**config.mk**
```make
export PLATFORM = sky130hd
export DESIGN_NAME = mmio_io_bridge
export DESIGN_NICKNAME = d
export VERILOG_FILES = /design/src/rtl/mmio_io_bridge.sv
export SDC_FILE = /design/constraint.sdc
export NUM_CORES = 1
export LEC_CHECK = 0
export BUFFER_PORTS_ARGS = -buffer_cell sky130_fd_sc_hd__buf_2
export CAP_MARGIN = 15
export CORE_MARGIN = 5
export CORE_UTILIZATION = 25
export CTS_BUF_LIST = sky130_fd_sc_hd__clkbuf_4 sky130_fd_sc_hd__clkbuf_8
export DETAILED_ROUTE_END_ITERATION = 10
export GPL_ROUTABILITY_DRIVEN = 0
export SLEW_MARGIN = 5
export SYNTH_ARGS = -nofsm -noshare
export SYNTH_HDL_FRONTEND = slang
export SYNTH_SLANG_ARGS = --single-unit
```
**constraint.sdc**
```tcl
create_clock -name clk_in -period 2.9 [get_ports clk_in]
set_input_delay 0.145 -clock clk_in [delete_from_list [all_inputs] [get_ports clk_in]]
set_output_delay 0.145 -clock clk_in [all_outputs]
set_load 0.1 [all_outputs]
```
**src/rtl/mmio_io_bridge.sv**
```systemverilog
// mmio_io_bridge: memory-mapped I/O endpoint on the cpu external bus.
// Decodes mem_a[17:16]==2'b11, buffers cpu output bytes toward the UART
// transmitter, buffers received bytes for cpu reads, keeps a free-running
// cycle counter with a coherent 4-byte snapshot, and latches program stop.
//
// Handshake: tx_valid/tx_ready and rx_valid follow strict valid/ready rules.
// A byte moves on tx only in a cycle where tx_valid && tx_ready at the clock
// edge; tx_data is stable while tx_valid is high and tx_ready is low.
// rx_valid has no back-pressure: a byte offered while the RX FIFO is full
// (and not being popped in the same cycle) is dropped and flagged.
module mmio_io_bridge #(
    parameter int TX_DEPTH_LOG2 = 4,
    parameter int RX_DEPTH_LOG2 = 4,
    parameter int FULL_MARGIN   = 2
) (
    input  logic        clk_in,
    input  logic        rst_in,
    input  logic        rdy_in,
    input  logic [31:0] mem_a,
    input  logic [7:0]  mem_dout,
    input  logic        mem_wr,
    output logic        io_sel,
    output logic [7:0]  io_din,
    output logic        io_buffer_full,
    output logic [7:0]  tx_data,
    output logic        tx_valid,
    input  logic        tx_ready,
    input  logic [7:0]  rx_data,
    input  logic        rx_valid,
    output logic        rx_overflow,
    output logic        tx_overflow,
    output logic        prog_stop
);
    localparam int TX_DEPTH = 1 << TX_DEPTH_LOG2;
    localparam int RX_DEPTH = 1 << RX_DEPTH_LOG2;
    localparam logic [TX_DEPTH_LOG2:0] TX_FULL_LEVEL =
        (TX_DEPTH_LOG2 + 1)'(TX_DEPTH - FULL_MARGIN);

    // Address decode; only the select bits and the byte offset matter.
    logic [2:0] offset;
    logic       cpu_acc;
    logic       cpu_wr;
    logic       cpu_rd;
    logic       unused_addr_bits;

    assign io_sel           = (mem_a[17:16] == 2'b11);
    assign offset           = mem_a[2:0];
    assign cpu_acc          = rdy_in && io_sel;
    assign cpu_wr           = cpu_acc && mem_wr && !prog_stop;
    assign cpu_rd           = cpu_acc && !mem_wr;
    assign unused_addr_bits = ^{mem_a[31:18], mem_a[15:3]};

    // TX FIFO: pointers one bit wider than the index so full/empty fall out
    // of the MSB comparison without wrap special cases.
    logic [TX_DEPTH_LOG2:0] tx_wptr;
    logic [TX_DEPTH_LOG2:0] tx_rptr;
    logic [TX_DEPTH_LOG2:0] tx_count;
    logic [7:0]             tx_mem [TX_DEPTH];
    logic                   tx_empty;
    logic                   tx_full;
    logic                   tx_pop;
    logic                   tx_push_req;
    logic                   tx_push;
    logic [7:0]             tx_push_data;

    assign tx_empty = (tx_wptr == tx_rptr);
    assign tx_full  = (tx_wptr[TX_DEPTH_LOG2] != tx_rptr[TX_DEPTH_LOG2]) &&
                      (tx_wptr[TX_DEPTH_LOG2-1:0] == tx_rptr[TX_DEPTH_LOG2-1:0]);
    assign tx_count = tx_wptr - tx_rptr;
    assign tx_valid = !tx_empty;
    assign tx_data  = tx_empty ? 8'h00 : tx_mem[tx_rptr[TX_DEPTH_LOG2-1:0]];
    assign tx_pop   = tx_valid && tx_ready;

    // Offset 4 pushes a 0x00 terminator that bypasses the zero filter.
    assign tx_push_req  = cpu_wr && (((offset == 3'd0) && (mem_dout != 8'h00)) ||
                                     (offset == 3'd4));
    assign tx_push_data = (offset == 3'd4) ? 8'h00 : mem_dout;
    // A simultaneous pop frees a slot, so a full FIFO still accepts the push.
    assign tx_push      = tx_push_req && (!tx_full || tx_pop);

    assign io_buffer_full = (tx_count >= TX_FULL_LEVEL);

    // TX storage write; contents need no reset since the pointers gate them.
    always_ff @(posedge clk_in) begin
        if (tx_push) tx_mem[tx_wptr[TX_DEPTH_LOG2-1:0]] <= tx_push_data;
    end

    // TX pointer update.
    always_ff @(posedge clk_in or negedge rst_in) begin
        if (!rst_in) begin
            tx_wptr <= '0;
            tx_rptr <= '0;
        end else begin
            if (tx_push) tx_wptr <= tx_wptr + 1'b1;
            if (tx_pop)  tx_rptr <= tx_rptr + 1'b1;
        end
    end

    // RX FIFO, same pointer scheme as TX.
    logic [RX_DEPTH_LOG2:0] rx_wptr;
    logic [RX_DEPTH_LOG2:0] rx_rptr;
    logic [7:0]             rx_mem [RX_DEPTH];
    logic [7:0]             rx_head;
    logic                   rx_empty;
    logic                   rx_full;
    logic                   rx_pop;
    logic                   rx_push;

    assign rx_empty = (rx_wptr == rx_rptr);
    assign rx_full  = (rx_wptr[RX_DEPTH_LOG2] != rx_rptr[RX_DEPTH_LOG2]) &&
                      (rx_wptr[RX_DEPTH_LOG2-1:0] == rx_rptr[RX_DEPTH_LOG2-1:0]);
    assign rx_head  = rx_mem[rx_rptr[RX_DEPTH_LOG2-1:0]];
    assign rx_pop   = cpu_rd && (offset == 3'd0) && !rx_empty;
    assign rx_push  = rx_valid && (!rx_full || rx_pop);

    // RX storage write.
    always_ff @(posedge clk_in) begin
        if (rx_push) rx_mem[rx_wptr[RX_DEPTH_LOG2-1:0]] <= rx_data;
    end

    // RX pointer update.
    always_ff @(posedge clk_in or negedge rst_in) begin
        if (!rst_in) begin
            rx_wptr <= '0;
            rx_rptr <= '0;
        end else begin
            if (rx_push) rx_wptr <= rx_wptr + 1'b1;
            if (rx_pop)  rx_rptr <= rx_rptr + 1'b1;
        end
    end

    // Cycle counter and upper snapshot bytes; byte 0 is returned live at
    // offset 4, so only bytes 1..3 need holding for the coherent read.
    logic [31:0] cycle_cnt;
    logic [23:0] snap_hi;
    logic [7:0]  rd_data;
    logic        snap_load;

    // Read-data select for the I/O register window.
    always_comb begin
        rd_data   = 8'h00;
        snap_load = 1'b0;
        case (offset)
            3'd0:    rd_data = rx_empty ? 8'h00 : rx_head;
            3'd4: begin
                rd_data   = cycle_cnt[7:0];
                snap_load = 1'b1;
            end
            3'd5:    rd_data = snap_hi[7:0];
            3'd6:    rd_data = snap_hi[15:8];
            3'd7:    rd_data = snap_hi[23:16];
            default: rd_data = 8'h00;
        endcase
    end

    // Free-running counter, independent of rdy_in.
    always_ff @(posedge clk_in or negedge rst_in) begin
        if (!rst_in) cycle_cnt <= '0;
        else         cycle_cnt <= cycle_cnt + 32'd1;
    end

    // Registered read data and snapshot; both hold outside accepted reads.
    always_ff @(posedge clk_in or negedge rst_in) begin
        if (!rst_in) begin
            io_din  <= 8'h00;
            snap_hi <= '0;
        end else if (cpu_rd) begin
            io_din <= rd_data;
            if (snap_load) snap_hi <= cycle_cnt[31:8];
        end
    end

    // Sticky status flags.
    always_ff @(posedge clk_in or negedge rst_in) begin
        if (!rst_in) begin
            tx_overflow <= 1'b0;
            rx_overflow <= 1'b0;
            prog_stop   <= 1'b0;
        end else begin
            if (tx_push_req && !tx_push)            tx_overflow <= 1'b1;
            if (rx_valid && !rx_push)               rx_overflow <= 1'b1;
            if (cpu_wr && (offset == 3'd4))         prog_stop   <= 1'b1;
        end
    end
endmodule

```
== Word-level counts from Yosys, hierarchy flattened ==
Memories as Yosys holds them, arrays and structs flattened.
Index checks and enable logic that the tools add are counted.

* Memories: 2
* Word-level logic and storage cells: 69
* Output and inout bits: 22
* Input bits: 54
* Bits in registers: 87
* Bits in writable memories: 256

{| class="wikitable"
|+ Memories
! memory !! depth !! width !! read ports !! clocked after Yosys merged registers in !! write ports !! line !! text
|-
| rx_mem || 16 || 8 || 1 || 0 || 1 || 102 || <nowiki>logic [7:0] rx_mem [RX_DEPTH];</nowiki>
|-
| tx_mem || 16 || 8 || 1 || 0 || 1 || 58 || <nowiki>logic [7:0] tx_mem [TX_DEPTH];</nowiki>
|}

* $add $sub $neg: 6
* Reduce and logical (&&, ||, !) cells: 30
* Multiplexer cells: 9
* Order comparisons: 1
* Eq/ne operators: 11

{| class="wikitable"
|+ Operator list
! kind !! count
|-
| $pmux 8 s5 || 1
|-
| $add 32x1->32 const B || 1
|-
| $mux 8 || 3
|-
| $add 5x1->5 const B || 4
|-
| $logic_and 1x1->1 || 16
|-
| $eq 3x3->1 const B || 4
|-
| $eq 5x5->1 || 2
|-
| $eq 4x4->1 || 2
|-
| $logic_not 1->1 || 8
|-
| $reduce_bool 8->1 || 1
|-
| $ge 5x4->1 const B || 1
|-
| $mux 1 || 5
|-
| $sub 5x5->5 || 1
|-
| $logic_not 3->1 || 1
|-
| $logic_or 1x1->1 || 3
|-
| $eq 2x2->1 const B || 1
|-
| $ne 1x1->1 || 2
|-
| $reduce_and 2->1 || 1
|}

== Depth between registers and ports, before layout ==
* Word-level depth: 9
* Gate-level depth with buffers: 9
* Mapped depth without buffers: 8

== Least setup slack after synthesis ==
Ideal clock, no wire load.

* Path kind: reg2out
* Start: register tx_rptr[2]
* End: output port tx_data[0]
* Stages on the path, launching flop included: 8
* Required time: 2.755 ns
* Setup slack: -0.978 ns
* Data arrival time: 3.733 ns
* Cells stage by stage: dfrtp_1 > clkbuf_1 > inv_2 > ha_1 > nand4_1 > nor2b_1 > buf_2 > a211oi_1

* Longest elaborated chain between the ends: 2
* Elaborated cells between the ends (all ways): 3
* Classes of those cells: eq/ne: 1; mux: 1; memory: 1

{| class="wikitable"
|+ Ends and longest elaborated chain
! item !! line !! text
|-
| start, declared || 56 || <nowiki>logic [TX_DEPTH_LOG2:0] tx_rptr;</nowiki>
|-
| start signal, assigned || 95 || <nowiki>if (tx_pop) tx_rptr <= tx_rptr + 1'b1;</nowiki>
|-
| $mem_v2 16x8 or $eq 5x5->1 (tied branches) || n/a ||
|-
| $mux 8 (*) || 71 || <nowiki>assign tx_data = tx_empty ? 8'h00 : tx_mem[tx_rptr[TX_DEPTH_LOG2-1:0]];</nowiki>
|-
| end, declared || 25 || <nowiki>output logic [7:0] tx_data,</nowiki>
|}

Every way passes the cells marked *; elsewhere a longest branch is shown, timed or not.

== Worst setup path after layout ==
* Start: register tx_rptr[0]
* End: output port tx_data[2]

The elaborated chain is that of the path after synthesis.

==> results.sh <==
export IMPL_grt_pass1_vias=7766
export IMPL_status="complete, no violations"
export IMPL_post_dp_hpwl_um=20100
export IMPL_p_total_uw=14400
export IMPL_cp_top_family="buffers and inverters"
export IMPL_path_common_cell="buf_12"
export IMPL_critPathMaxStageDelay_ns=0.42
export IMPL_finalSetupViolCount=0
export IMPL_die_x_um=249
export IMPL_holdWs_ns=0.0920
export IMPL_synth_edf_count=256
export IMPL_area_delta_synth_final_pct=17.8
export IMPL_ys_seq_elements=343
export IMPL_drc_errors=0
export IMPL_cap_violations=0
export IMPL_fmax_ghz=0.364
export IMPL_cts_sinks=343
export IMPL_yosysWarnings=0
export IMPL_drt_wl_total_um=30900
export IMPL_antenna_cells=0
export IMPL_num_vias=7447
export IMPL_drtPass1Iterations=4
export IMPL_n_fill_cell=5681
export IMPL_critPathBufInv=3
export IMPL_vdd_ir_drop_max_v=0.00136
export IMPL_vias_per_cell=4.37
export IMPL_ioPinCount=76
export IMPL_synthCells=802
export IMPL_final_cell_area_um2=16800
export IMPL_p_per_area_nw_per_um2=859
export IMPL_tightest_slew_ns=1.06
export IMPL_arrival_ns=2.60
export IMPL_layout_drive_gt1_share_pct=30.0
export IMPL_core_area_um2=56400
export IMPL_synth_ff_type="edfxtp_1"
export IMPL_worstPathRequired_ns=2.76
export IMPL_layout_commonest_cell="edfxtp_1"
export IMPL_min_period_over_period_pct=94.8
export IMPL_grt_total_usage_pct=9.83
export IMPL_syn_area_per_cell_um2=17.7
export IMPL_initial_core_util_pct=25.2
export IMPL_die_h_um=249
export IMPL_grt_pass1_wl_um=47900
export IMPL_cts_max_level=2
export IMPL_drv_slew=0
export IMPL_ys_types=46
export IMPL_cp_start_kind="flip-flop"
export IMPL_path_class="reg2out"
export IMPL_hp_class="in2reg"
export IMPL_rows=87
export IMPL_postRouteAntennaNets=0
export IMPL_grt_start_max_net_pins=49
export IMPL_p_leak_uw=0.00607
export IMPL_insertion_delay_ns=0.60
export IMPL_port_buffers=48
export IMPL_routedWlPerCell_um=18.1
export IMPL_layout_nets=980
export IMPL_clockBufferDepth=3
export IMPL_dieArea_um2=61800
export IMPL_grt_ovfl_total=0
export IMPL_placed_area_um2=15400
export IMPL_cpMaxStageDelayCell="dfrtp_2"
export IMPL_cts_tree="built"
export IMPL_slew_headroom_pct=29.0
export IMPL_cts_buffers=54
export IMPL_ys_async_sr_fraction_pct=25.4
export IMPL_finalClockSkew_ns=0.0417
export IMPL_seq_area_frac_synth_pct=69.3
export IMPL_synth_nets=872
export IMPL_clk_pin_slew_worst_paths_ns=0.06
export IMPL_grt_antenna_before_repair=2
export IMPL_final_cell_mix="edfxtp_1, dfrtp_1, mux4_2"
export IMPL_hold_violations=0
export IMPL_synth_area_um2=14200
export IMPL_cp_end_kind="primary output"
export IMPL_fin_crit_ns=2.75
export IMPL_cp_max_fo=12
export IMPL_clockRootBuffer="clkbuf_8"
export IMPL_crit_chain="buf_12 -> buf_12 -> mux4_2 -> nand2_1 -> and3_1 -> a211oi_1 -> clkbuf_4"
export IMPL_first_iter_violations=569
-- cells by family after synthesis --
family          after synthesis  synth area share, %
buf+inv                      50                 1.71
fa+ha+maj                    16                 1.46
simple gates                179                 7.26
flops                       343                 69.3
mux                         120                 15.1
compound gates               38                 1.76
xor+xnor                     56                 3.45
-- cell type report --
class / instances / area, um^2 / area share [%]
clock buffers: 73 / 917 / 5.47
clock inverters: 22 / 183 / 1.09
inverters: 15 / 56.3 / 0.336
multi-input cells: 409 / 4160 / 24.8
flip-flops and latches: 343 / 9870 / 58.9
well taps: 756 / 946 / 5.64
repair buffers: 87 / 633 / 3.78
-- final timing paths --
check,depth (start not counted),slack [ns],from,end
worst max-delay path,7,0.15,tx_rptr[0],tx_data[2]
worst min-delay path,4,0.09,mem_a[17],io_din[5]
worst max register to register,7,0.41,tx_rptr[2],tx_mem[1][7]
worst min register to register,1,0.47,cycle_cnt[31],cycle_cnt[31]
max in group asynchronous,3,1.97,rst_in,cycle_cnt[1]
min in group asynchronous,2,0.13,rst_in,rx_rptr[0]
-- worst register-to-register path: cells and delay by family (launching register included) --
| kind | cells | cell delay [ns] |
|---|---|---|
| buffers and inverters | 2 | 0.47 |
| DFF | 1 | 0.39 |
| and+or+nand+nor | 4 | 0.91 |
| adders and majority gates | 1 | 0.34 |
-- through the flow --
step	setup TNS [ns]	setup WS [ns]	cells	utilization, %
after global routing	-0.0103	-0.0103	1705	29.7
final	0	0.152	1705	29.7
after floorplan	-7.82	-0.978	802	-
after detailed placement	0	0.396	1594	27.4
after global placement	0	0.392	1594	27.4
after CTS	0	0.0271	1705	29.7
-- state kept, by name, indices dropped and copies added (netlist names), 5 cells and up --
register	cells
cycle_cnt	32
rx_wptr	5
snap_hi	24
io_din	8
tx_mem	128
rx_rptr	5
rx_mem	128
tx_rptr	5
tx_wptr	5
-- cells in the mapped netlist (all sizes together) (11+ instances only) --
library cell  instances  area share [%]
edfxtp              256              54
dfrtp                87              15
mux4                 72              11
nand2                51             1.4
and3                 43             1.9
xnor2                42             2.6
mux2                 32             2.5
buf                  24             1.0
nand3                19            0.67
mux2i                16             1.1
nand4                16            0.75
ha                   15             1.3
nor2b                14            0.62
o21ai                14            0.49
xor2                 14            0.86
inv                  13            0.34
clkbuf               11            0.29
nor2                 11            0.29
-- per-layer routing --
layer / GRT usage, % / vias to the layer above / part of all wire (%)
met5: 0 / - / 0.087
li1: - / 3369 / -
met1: 13.4 / 3844 / 45
met4: 2.14 / 4 / 1.4
met3: 2.41 / 43 / 5.6
met2: 16.0 / 187 / 48
-- power by group --
part / internal (uW) / leakage (uW) / total (uW) / switching [uW]
logic: 1520 / 0.00201 / 4380 / 2860
clock network: 2320 / 0.000586 / 4210 / 1890
registers: 5610 / 0.00347 / 5810 / 199
-- what timing repair did --
| item | in CTS | in global routing |
|---|---|---|
| gates resized for setup | 7 | 6 |
| hold buffers | 14 | 0 |
| buffers inserted | 2 | 0 |
| endpoints found under the setup margin | 7 | 5 |
| endpoints found under the hold margin | 177 | 0 |
No activity file was read; power rests on OpenSTA's default activity.
